**src/rtl/lsb_addr_queue.sv**
```systemverilog
// In-order address-result FIFO between the LSB address ALU and memory issue.
// Registered head outputs, registered backpressure with one slot of slack, sticky overflow flag.
module lsb_addr_queue #(
    parameter int DEPTH  = 8,
    parameter int PTR_W  = 3,
    parameter int ROB_W  = 5,
    parameter int DATA_W = 32
) (
    input  logic              clk_in,
    input  logic              rst_in,
    input  logic              rdy_in,
    input  logic              _clear,
    input  logic              _lsb_ready,
    input  logic [ROB_W-1:0]  _lsb_rob_id,
    input  logic [DATA_W-1:0] _lsb_value,
    output logic              _lsb_full,
    output logic              _mem_valid,
    output logic [ROB_W-1:0]  _mem_rob_id,
    output logic [DATA_W-1:0] _mem_addr,
    input  logic              _mem_ack,
    output logic              _overflow
);

    localparam logic [PTR_W:0] DEPTH_C  = DEPTH[PTR_W:0];
    localparam logic [PTR_W:0] FULL_THR = DEPTH_C - 1'b1;

    logic [ROB_W-1:0]  rob_mem_q  [DEPTH];
    logic [DATA_W-1:0] addr_mem_q [DEPTH];

    logic [PTR_W-1:0] head_q, head_d;
    logic [PTR_W-1:0] tail_q, tail_d;
    logic [PTR_W:0]   count_q, count_d;
    logic             full_q, full_d;
    logic             overflow_q, overflow_d;

    logic push, pop, push_ok;

    always_comb begin
        push       = _lsb_ready & rdy_in & ~_clear;
        pop        = (count_q != '0) & _mem_ack & rdy_in & ~_clear;
        push_ok    = push & ((count_q < DEPTH_C) | pop);

        head_d     = head_q;
        tail_d     = tail_q;
        count_d    = count_q;
        full_d     = full_q;
        overflow_d = overflow_q;

        if (rdy_in) begin
            if (_clear) begin
                head_d  = '0;
                tail_d  = '0;
                count_d = '0;
                full_d  = 1'b0;
            end else begin
                if (pop)     head_d = head_q + PTR_W'(1);
                if (push_ok) tail_d = tail_q + PTR_W'(1);
                case ({push_ok, pop})
                    2'b10:   count_d = count_q + (PTR_W+1)'(1);
                    2'b01:   count_d = count_q - (PTR_W+1)'(1);
                    default: count_d = count_q;
                endcase
                // Threshold one below capacity gives the ALU a cycle to react.
                full_d = (count_d >= FULL_THR);
                if (push & ~push_ok) overflow_d = 1'b1;
            end
        end
    end

    always_ff @(posedge clk_in) begin
        if (rst_in) begin
            head_q     <= '0;
            tail_q     <= '0;
            count_q    <= '0;
            full_q     <= 1'b0;
            overflow_q <= 1'b0;
        end else begin
            head_q     <= head_d;
            tail_q     <= tail_d;
            count_q    <= count_d;
            full_q     <= full_d;
            overflow_q <= overflow_d;
        end
    end

    // Entry storage is intentionally not reset; count gates visibility.
    always_ff @(posedge clk_in) begin
        if (push_ok && !rst_in) begin
            rob_mem_q[tail_q]  <= _lsb_rob_id;
            addr_mem_q[tail_q] <= _lsb_value;
        end
    end

    assign _lsb_full   = full_q;
    assign _overflow   = overflow_q;
    assign _mem_valid  = (count_q != '0);
    assign _mem_rob_id = rob_mem_q[head_q];
    assign _mem_addr   = addr_mem_q[head_q];

endmodule

```
**config.mk**
```make
export PLATFORM = sky130hd
export DESIGN_NAME = lsb_addr_queue
export DESIGN_NICKNAME = d
export VERILOG_FILES = /design/src/rtl/lsb_addr_queue.sv
export SDC_FILE = /design/constraint.sdc
export NUM_CORES = 1
export LEC_CHECK = 0
export CAP_MARGIN = 10
export CORE_ASPECT_RATIO = 0.5
export CORE_MARGIN = 1.5
export CORE_UTILIZATION = 49
export CTS_BUF_LIST = sky130_fd_sc_hd__clkbuf_4
export DETAILED_ROUTE_END_ITERATION = 8
export HOLD_SLACK_MARGIN = 0.1
export PLACE_DENSITY_LB_ADDON = 0.2
export SLEW_MARGIN = 30
export SYNTH_ARGS = -nofsm -noshare
export SYNTH_HDL_FRONTEND = slang
export SYNTH_SLANG_ARGS = --single-unit
```
**constraint.sdc**
```tcl
create_clock -name clk_in -period 6.7 [get_ports clk_in]
set_clock_uncertainty 0.2 [all_clocks]
set_input_delay 0.67 -clock clk_in [delete_from_list [all_inputs] [get_ports clk_in]]
set_output_delay 0.67 -clock clk_in [all_outputs]
set_load 0.01 [all_outputs]
```
==> impl_metrics.toml <==
[outcome]
outcome = "complete, no violations"

[power_and_ir_drop]
power.density_mw_per_mm2 = 260.8
power_leakage_uw = 0.004368
peakVddDrop_mv = 0.08539

[sta]
tightest_slew_ps = 842.4
setup_slack_ps = 2393
hold_viol = 0
fin_crit_ps = 4307
drv_slew = 0
fmax_mhz = 232.2
holdWs_ps = 304.4
finalCritPeriodShare_pct = 64.28
rsz0062_at_grt = "no"
setup_viol = 0
setup_tns_ps = 0
max-slew-margin-rel_pct = 43.84

[synthesis]
ys_async_sr_fraction_pct = 0
synthCells = 525
yosysSeqAreaShare_pct = 76.82
yosysWarnings = 0
synth.distinct_cells = 44
syn_area_mm2 = 0.01196
syn_nets = 574
synth_flop_cell = "edfxtp_1"
synth_edf_count = 296
ys_seq_elements = 311
avgSynthCellArea_um2 = 22.78

[finish]
syn_to_final_growth_pct = 17.59
final_core_util_pct = 58.67
nNetsFinal = 719
stdcell_area_mm2 = 0.01407
final_cell_mix = "296 x edfxtp_1, 105 x clkbuf_4, 82 x clkdlybuf4s50_1"
n_fill_cell = 1778
drive_gt1_share_pct = 34.63
final_common_cell = "edfxtp_1"

[detailed_routing]
wl_per_cell_um = 21.50
vias = 5689
wirelength_um = 22260
viasPerCell = 5.497
drc = 0
ant_nets = 0
drt_pre_antenna_iters = 4
drt_iter0_markers = 391

[floorplan]
chipWidth_um = 224.0
core.rowCount = 40
die_h_um = 113.5
start_util_pct = 49.90
fp.coreArea_mm2 = 0.02397
dieArea_mm2 = 0.02541
pin_count = 83

[critical_path]
end_kind = "output pin"
worstReg2RegEnd = "count_q[3]"
crit_path_start_kind = "flop"
endpoint = "_mem_addr[25]"
worstPathArrival_ps = 3440
r2r_start = "count_q[0]"
required_ps = 5830
r2r_slack_ps = 3820
r2r_cells = 8
path_class = "flop to output pin"
worstPathMaxFanout = 39

[clocking]
insertion_delay_ps = 650
clock_sinks = 311
cts_root_buf = "clkbuf_4"
cts_buffer_depth = 3
hold_buffers = 0
numCtsBuffers = 72
post_cts_buffers = 0
cts_tree = "done"
htreeDepth = 3
post_cts_resized = 0
clkTransAtPathRegs_ps = 60

[min_path]
worst_hold_path_type = "flop to flop"
hp-start = "head_q[0]"

[place]
dp_hpwl_um = 11650
placed_area_mm2 = 0.01318
place_ws_ps = 2934
io_buffer_count = 82
place.gp.congestion = 0.7306

[global_route]
antenna_found_initial = 1
grt_pass1_wl_um = 34450
grt_pass1_vias = 6071
grt_max_degree = 46
grt_overflow = 0
grt.total_usage_pct = 18.54

[run]
cap_violations = 0
-- logic make-up after synthesis --
logic type	synth area share, %
fa+ha+maj	0.6904
simple gates	2.312
flops	76.82
mux	17.42
compound gates	1.192
buf+inv	1.423
xor+xnor	0.1465
-- sequential cells by signal (all words and copies together) (netlist names), named ones only --
register    cells
count_q         4
_overflow       1
tail_q          3
addr_mem_q    256
_lsb_full       1
head_q          3
rob_mem_q      40
-- per-stage QoR --
step / cells / power [uW]
after floorplan: 525 / 2197
after global placement: 911 / 2254
after detailed placement: 911 / 2257
after CTS: 1034 / 3715
after global routing: 1035 / 3827
final: 1035 / 3668
-- layout make-up --
class	count	area [um^2]	area share, %
clock inverter	18	95.09	0.6760
inverter	5	18.77	0.1334
clock buffer	105	788.3	5.604
multi-input combinational	186	2659	18.90
sequential	311	9198	65.39
tap	315	394.1	2.802
antenna	1	2.502	0.01779
timing repair buffer	94	910.9	6.476
-- synth_stat cells (all sizes together), types with 3 or more instances --
cell type,count,area [um^2]
o21ai,3,15.01
buf,18,131.4
a21oi,6,30.03
nand2b,4,25.02
nor2,13,48.80
ha,5,62.56
clkbuf,5,20.01
nand3,7,52.55
edfxtp,296,8889
mux4,74,1667
dfxtp,15,300.3
inv,5,18.77
nand2,7,26.28
mux2,37,416.7
-- worst min-delay path by stage --
stage	end	slack [ps]	depth (start not counted)
floorplan	flop	260	2
global placement	flop	280	2
detailed placement	flop	290	2
CTS	flop	300	2
global route	flop	360	2
finish	flop	300	2
-- report_power, final --
group | total [uW] | switching, uW | internal [uW]
sequential | 2130 | 2.13 | 2130
combinational | 81.4 | 42.4 | 39.0
clock | 1460 | 699 | 756
total | 3670 | 744 | 2920
-- per-layer routing --
layer | track usage, % | up-vias | part of all wire, %
met4 | 6.667 | 0 | 1.5
met1 | 27.01 | 2972 | 48
met5 | 0 | - | 0
met2 | 27.37 | 134 | 46
li1 | - | 2551 | -
met3 | 4.920 | 32 | 4.7
-- critical path, cell delays in order, from the launching register on --
cell,delay (ps)
dfxtp_4,860
buf_4,500
mux4_2,550
mux2_2,300
clkdlybuf4s50_1,490
(Power assumes the default switching activity.)
